**src/rtl/pipe_skp_pkg.sv**
```systemverilog
// Shared definitions for the PIPE SKP inserter.
//   SKP_SYMBOL  : K28.1 byte used to fill every SKP ordered set
//   skp_state_e : inserter FSM states
//   cnt_width() : symbol counter width for a given interval and word size
package pipe_skp_pkg;

  localparam logic [7:0] SKP_SYMBOL = 8'h3C;

  typedef enum logic {
    DATA = 1'b0,
    SKP  = 1'b1
  } skp_state_e;

  // Wide enough to hold the largest value the counter can reach:
  // one word short of the interval plus a full word.
  function automatic int cnt_width(input int interval, input int bytes);
    return $clog2(interval + bytes) + 1;
  endfunction

endpackage

```
**src/rtl/pipe_skp_fifo.sv**
```systemverilog
// Synchronous show-ahead FIFO for the SKP inserter input buffer.
// Ports:
//   clk, rst_n    : clock, async active-low reset (empties the FIFO)
//   push, wdata   : write strobe and word
//   pop, rdata    : read strobe; rdata always shows the head entry
//   full, empty   : occupancy flags, derived from the registered pointers
module pipe_skp_fifo #(
  parameter int WIDTH = 36,
  parameter int DEPTH = 8
) (
  input  logic             clk,
  input  logic             rst_n,
  input  logic             push,
  input  logic [WIDTH-1:0] wdata,
  input  logic             pop,
  output logic [WIDTH-1:0] rdata,
  output logic             full,
  output logic             empty
);

  localparam int AW = $clog2(DEPTH);

  logic [WIDTH-1:0] mem [DEPTH];
  // Pointers carry one wrap bit so full and empty are distinguishable.
  logic [AW:0]      wr_ptr, rd_ptr;

  assign empty = (wr_ptr == rd_ptr);
  assign full  = (wr_ptr[AW] != rd_ptr[AW]) && (wr_ptr[AW-1:0] == rd_ptr[AW-1:0]);
  assign rdata = mem[rd_ptr[AW-1:0]];

  always_ff @(posedge clk or negedge rst_n) begin
    if (!rst_n) begin
      wr_ptr <= '0;
      rd_ptr <= '0;
    end else begin
      if (push) wr_ptr <= wr_ptr + 1'b1;
      if (pop)  rd_ptr <= rd_ptr + 1'b1;
    end
  end

  // Storage needs no reset; the pointers define what is valid.
  always_ff @(posedge clk) begin
    if (push) mem[wr_ptr[AW-1:0]] <= wdata;
  end

endmodule

```
**src/rtl/pipe_skp_inserter.sv**
```systemverilog
// USB3 PIPE transmit SKP ordered-set inserter.
// Buffers upstream words, counts transmitted data symbols and, every
// SKP_INTERVAL symbols, emits a SKP ordered set (K28.1) at a word boundary
// while upstream is held off by the FIFO filling.
// Ports:
//   clk, rst_n            : clock, async active-low reset
//   enable                : SKP insertion enable (low = pass-through)
//   in_valid/in_ready     : upstream handshake; in_data/in_datak words
//   out_valid/out_ready   : PIPE-side handshake; out_data/out_datak = TxData/TxDataK
//   skp_active            : high while the output register holds a SKP word
//   skp_os_count          : completed SKP sets, saturating (only with
//                           PIPE_SKP_STATS_EN defined)
module pipe_skp_inserter
  import pipe_skp_pkg::*;
#(
  parameter int DATA_BUS_WIDTH = 32,
  parameter int FIFO_DEPTH     = 8,
  parameter int SKP_INTERVAL   = 354,
  parameter int SKP_SYMBOLS    = 4
) (
  input  logic                        clk,
  input  logic                        rst_n,
  input  logic                        enable,
  input  logic                        in_valid,
  output logic                        in_ready,
  input  logic [DATA_BUS_WIDTH-1:0]   in_data,
  input  logic [DATA_BUS_WIDTH/8-1:0] in_datak,
  output logic                        out_valid,
  input  logic                        out_ready,
  output logic [DATA_BUS_WIDTH-1:0]   out_data,
  output logic [DATA_BUS_WIDTH/8-1:0] out_datak,
  output logic                        skp_active
`ifdef PIPE_SKP_STATS_EN
  ,
  output logic [15:0]                 skp_os_count
`endif
);

  localparam int BYTES     = DATA_BUS_WIDTH / 8;
  localparam int SKP_BEATS = SKP_SYMBOLS / BYTES;
  localparam int CW        = cnt_width(SKP_INTERVAL, BYTES);
  localparam int BW        = (SKP_BEATS > 1) ? $clog2(SKP_BEATS) : 1;
  localparam int FW        = DATA_BUS_WIDTH + BYTES;

  localparam logic [DATA_BUS_WIDTH-1:0] SKP_WORD = {BYTES{SKP_SYMBOL}};

  skp_state_e                 state_q, state_d;
  logic [CW-1:0]              cnt_q, cnt_d, cnt_add;
  logic [BW-1:0]              beat_q, beat_d;
  logic                       ov_q, ov_d;
  logic [DATA_BUS_WIDTH-1:0]  od_q, od_d;
  logic [BYTES-1:0]           ok_q, ok_d;
  logic                       rdy_en_q;

  logic                       f_push, f_pop, f_full, f_empty;
  logic [FW-1:0]              f_rdata, src_word;
  logic                       push, xfer, boundary, src_avail, skp_req, take, set_done;

  // ---------------------------------------------------------------- input FIFO
  pipe_skp_fifo #(.WIDTH(FW), .DEPTH(FIFO_DEPTH)) u_fifo (
    .clk   (clk),
    .rst_n (rst_n),
    .push  (f_push),
    .wdata ({in_datak, in_data}),
    .pop   (f_pop),
    .rdata (f_rdata),
    .full  (f_full),
    .empty (f_empty)
  );

  // rdy_en_q keeps in_ready low through reset and for the first cycle after.
  assign in_ready  = rdy_en_q & ~f_full;
  assign push      = in_valid & in_ready;
  assign xfer      = ov_q & out_ready;
  assign boundary  = ~ov_q | out_ready;

  // An empty FIFO is bypassed so a fresh word reaches the output a cycle
  // after it is accepted; order is kept because bypass needs an empty FIFO.
  assign src_avail = ~f_empty | push;
  assign src_word  = f_empty ? {in_datak, in_data} : f_rdata;
  assign f_pop     = take & ~f_empty;
  assign f_push    = push & ~(take & f_empty);

  // Counter value including the word leaving this cycle, so the set goes out
  // right behind the word that crossed the interval.
  assign cnt_add = cnt_q + ((xfer && state_q == DATA) ? CW'(BYTES) : CW'(0));
  assign skp_req = enable && (cnt_add >= CW'(SKP_INTERVAL));

  // ---------------------------------------------------------------- FSM
  always_comb begin
    state_d  = state_q;
    cnt_d    = enable ? cnt_add : '0;
    beat_d   = beat_q;
    ov_d     = ov_q & ~out_ready;
    od_d     = od_q;
    ok_d     = ok_q;
    take     = 1'b0;
    set_done = 1'b0;
    case (state_q)
      DATA: begin
        if (boundary) begin
          if (skp_req) begin
            state_d = SKP;
            cnt_d   = '0;
            beat_d  = '0;
            ov_d    = 1'b1;
            od_d    = SKP_WORD;
            ok_d    = '1;
          end else if (src_avail) begin
            take         = 1'b1;
            ov_d         = 1'b1;
            {ok_d, od_d} = src_word;
          end
        end
      end
      SKP: begin
        // enable is ignored here so a set is never truncated.
        if (xfer) begin
          if (beat_q == BW'(SKP_BEATS - 1)) begin
            state_d  = DATA;
            set_done = 1'b1;
            if (src_avail) begin
              take         = 1'b1;
              ov_d         = 1'b1;
              {ok_d, od_d} = src_word;
            end
          end else begin
            beat_d = beat_q + BW'(1);
            ov_d   = 1'b1;
          end
        end
      end
      default: state_d = DATA;
    endcase
  end

  always_ff @(posedge clk or negedge rst_n) begin
    if (!rst_n) begin
      state_q  <= DATA;
      cnt_q    <= '0;
      beat_q   <= '0;
      ov_q     <= 1'b0;
      od_q     <= '0;
      ok_q     <= '0;
      rdy_en_q <= 1'b0;
    end else begin
      state_q  <= state_d;
      cnt_q    <= cnt_d;
      beat_q   <= beat_d;
      ov_q     <= ov_d;
      od_q     <= od_d;
      ok_q     <= ok_d;
      rdy_en_q <= 1'b1;
    end
  end

  assign out_valid  = ov_q;
  assign out_data   = od_q;
  assign out_datak  = ok_q;
  assign skp_active = (state_q == SKP);

`ifdef PIPE_SKP_STATS_EN
  logic [15:0] os_cnt_q;
  always_ff @(posedge clk or negedge rst_n) begin
    if (!rst_n)                            os_cnt_q <= '0;
    else if (set_done && os_cnt_q != '1)   os_cnt_q <= os_cnt_q + 16'd1;
  end
  assign skp_os_count = os_cnt_q;
`endif

endmodule

```
**config.mk**
```make
export PLATFORM = sky130hd
export DESIGN_NAME = pipe_skp_inserter
export DESIGN_NICKNAME = d
export VERILOG_FILES = /design/src/rtl/pipe_skp_pkg.sv /design/src/rtl/pipe_skp_fifo.sv /design/src/rtl/pipe_skp_inserter.sv
export SDC_FILE = /design/constraint.sdc
export NUM_CORES = 1
export LEC_CHECK = 0
export ABC_AREA = 1
export BUFFER_PORTS_ARGS = -buffer_cell sky130_fd_sc_hd__buf_2
export CORE_MARGIN = 4
export CORE_UTILIZATION = 59
export CTS_CLUSTER_DIAMETER = 40
export DETAILED_ROUTE_END_ITERATION = 16
export PLACE_DENSITY_LB_ADDON = 0.25
export SYNTH_ARGS = -nofsm -noshare
export SYNTH_HDL_FRONTEND = slang
export SYNTH_HIERARCHICAL = 1
export SYNTH_SLANG_ARGS = --single-unit
```
**constraint.sdc**
```tcl
create_clock -name clk -period 5.7 [get_ports clk]
set_input_delay 1.14 -clock clk [delete_from_list [all_inputs] [get_ports clk]]
set_output_delay 1.14 -clock clk [all_outputs]
set_load 0.03 [all_outputs]
```
==> flow_metrics.py <==
metrics = {
    "outcome": {
        "status": "finished, final reports clean",
    },
    "timing": {
        "min_period_ps": 3950,
        "tightestPinTransition_ps": 1190,
        "grt_setup_unrepaired": "false",
        "fin_ws_ps": 1750,
        "timing.final.hold_violations": 0,
        "setup_viol": 0,
        "clock_skew_ps": 18.8,
        "slew_headroom": 0.205,
        "setup_tns_ps": 0,
        "maxSlewViolCount": 0,
        "fmax_mhz": 253,
        "post-route-period-util": 0.693,
    },
    "synth": {
        "synth_seq_area_share": 0.630,
        "synth.cell_area_um2": 16000,
        "async_reset_ff_frac": 0.163,
        "postSynthCellCount": 1688,
        "avgSynthCellArea_um2": 9.45,
        "synth_area_leader_cell": "edfxtp_1",
        "ys_seq_elements": 344,
        "synthDistinctLibCells": 33,
        "synth_top_cell_area_share": 0.542,
        "synth_edf_count": 288,
        "yosys-top-cells-area": "edfxtp_1 (54%), nand2_1 (13%), dfrtp_1 (8.8%), inv_1 (8.2%), nand3_1 (5.6%)",
        "synth_flop_cell": "edfxtp_1",
        "yosysWarningCount": 6,
        "synthesis.nets": 1734,
    },
    "detailed_routing": {
        "detail-route-antenna-nets": 0,
        "post_drt_wl_per_cell_um": 17.6,
        "drc": 0,
        "initialDrtViolationCount": 1024,
        "dr_total_vias": 11399,
        "drt-pass1-iter-count": 5,
        "wirelength_um": 37300,
        "routed_via_density": 5.37,
    },
    "cells_and_area": {
        "stdcell_area_um2": 18100,
        "syn_to_final_growth_pct": 13.5,
        "drive_above_1_share": 0.126,
        "layout.nets": 1803,
        "seq_area_um2": 10100,
        "n_antenna_cell": 0,
        "multi_input_comb_area_um2": 4300,
        "fillCellCount": 1910,
        "fin_util": 0.687,
    },
    "clock_network": {
        "cts.sinks": 344,
        "clk_latency_ps": 520,
        "post_cts_buffers": 0,
        "clkTransAtPathRegs_ps": 60,
        "cts_tree": "built",
        "cts_buffers": 43,
        "cts-resized-gates": 0,
        "htree_levels": 2,
        "cts_buffer_depth": 3,
        "postCtsHoldBufs": 0,
        "root_buffer": "clkbuf_16",
    },
    "place": {
        "port-buffer-count": 79,
        "pre_cts_slack_ps": 1210,
        "gp_congestion": 0.831,
        "dpl-instance-area_um2": 16700,
        "dp_hpwl_um": 22500,
    },
    "grt": {
        "grt_pass1_vias": 11019,
        "grt_start_max_net_pins": 98,
        "gr-total-overflow": 0,
        "antenna_found_initial": 1,
        "grt_pass1_wl_um": 58500,
        "gr-usage-all-layers": 0.253,
    },
    "floorplanning": {
        "core_area_um2": 26400,
        "pin_count": 80,
        "die_area_um2": 29700,
        "core.rowCount": 59,
        "die_width_um": 172,
        "start_util": 0.606,
        "die_y_um": 172,
    },
    "worst_setup_path": {
        "arrival_ps": 4100,
        "endpoint_kind": "flip-flop",
        "cp-start-kind": "primary input",
        "critPathRequiredTime_ps": 5850,
        "critical_path_class": "in2reg",
        "path_max_fanout": 29,
    },
    "power_and_ir_drop": {
        "vdd_drop_max_mv": 0.427,
        "p_total_uw": 9840,
        "powerDensity_nw_per_um2": 543,
        "p_leak_uw": 0.00850,
    },
    "flow_run": {
        "max-cap-violations": 0,
    },
    "hold_path": {
        "min_path_type": "reg2reg",
    },
}
==> layout by cell type, fill, tap and decap left out, types with 4 or more instances in the layout <==
cell	n
nand2_1	545
inv_1	347
edfxtp_1	288
nand3_1	180
buf_2	79
dfrtp_1	54
clkbuf_16	43
mux2i_1	36
nor2_1	30
o21ai_0	28
or2_2	21
buf_4	21
a21oi_1	20
nor2_4	9
nand3_2	8
o21ai_2	8
bufinv_16	7
inv_6	6
nand2_2	5
ha_1	5
clkinv_1	5
clkbuf_1	5
clkinvlp_4	5
xnor2_1	5
xor2_1	4
==> worst max-delay path: stages <==
cell and delay (ps):
buf_2 100, nand2_1 110, nor2_1 190, ha_1 220, ha_1 220, nand2_2 90
nor2_2 130, a21oi_1 70, nor2_1 130, nand2_1 80, nand2_2 90, nand2_2 60
nand3_1 80, nand2_1 60, inv_1 120, inv_1 60, or2_2 380, nor2_4 260
buf_4 490
==> routing by layer <==
layer	part of all wire	up-vias	track usage
met5	0.00035	-	0
met4	0.018	2	0.0605
met3	0.090	65	0.0540
met2	0.46	477	0.400
met1	0.43	5424	0.365
li1	-	5431	-
==> sequential cells by signal (all words and copies together), names as in the netlist <==
signal	count
cnt_q	9
out_data	32
out_datak	4
out_valid	1
rdy_en_q	1
skp_active	1
u_fifo/mem	288
u_fifo/rd_ptr	4
u_fifo/wr_ptr	4
==> power by group <==
group	total [uW]	switching, uW	internal (uW)
Combinational	3730	2580	1150
Sequential	3350	268	3090
Clock	2750	1040	1710
Total	9840	3890	5950
==> cells by family (layout without fill, tap and decap cells) <==
family	Yosys count	count (layout)	share of synthesized area
simple gates	805	805	0.212
compound gates	61	61	0.0212
other cells	1	1	0.000235
mux	36	36	0.0226
fa+ha+maj	5	5	0.00392
buf+inv	427	527	0.106
flops	344	344	0.630
xor+xnor	9	9	0.00494
==> cells in the mapped netlist, types with 5 or more instances <==
master      n
ha_1        5
inv_1     347
nand2_1   546
buf_1       5
dfrtp_1    56
clkbuf_1   32
or2_2      21
buf_4       5
nor2_1     39
o21ai_0    29
xnor2_1     5
a21oi_1    20
buf_2      32
mux2i_1    36
o21ai_2     8
nand3_2     8
nand3_1   180
edfxtp_1  288
==> path summary, 6_finish.rpt <==
check / depth (start not counted) / endpoint / startpoint / slack [ps]
worst max-delay path: 19 / u_fifo/mem[2][12] / out_ready / 1750
worst min-delay path: 1 / u_fifo/wr_ptr[3] / u_fifo/wr_ptr[3] / 500
worst max register to register: 9 / out_data[26] / u_fifo/rd_ptr[0] / 1800
worst min register to register: 1 / u_fifo/wr_ptr[3] / u_fifo/wr_ptr[3] / 500
max in group asynchronous: 2 / u_fifo/rd_ptr[0] / rst_n / 4370
min in group asynchronous: 2 / cnt_q[2] / rst_n / 770
==> area by class of cell <==
class / count / share of cell area
sequential: 344 / 0.555
timing repair buffer: 101 / 0.0316
clock buffer: 48 / 0.0604
clock inverter: 28 / 0.0197
tap: 335 / 0.0231
multi-input combinational: 917 / 0.237
inverter: 350 / 0.0727
==> metrics by stage <==
stage | instances | hold WS [ps]
floorplan | 1688 | 462
global placement | 2047 | 475
detailed placement | 2047 | 481
CTS | 2123 | 492
global route | 2123 | 517
finish | 2123 | 498
No activity file was read; power rests on OpenSTA's default activity.
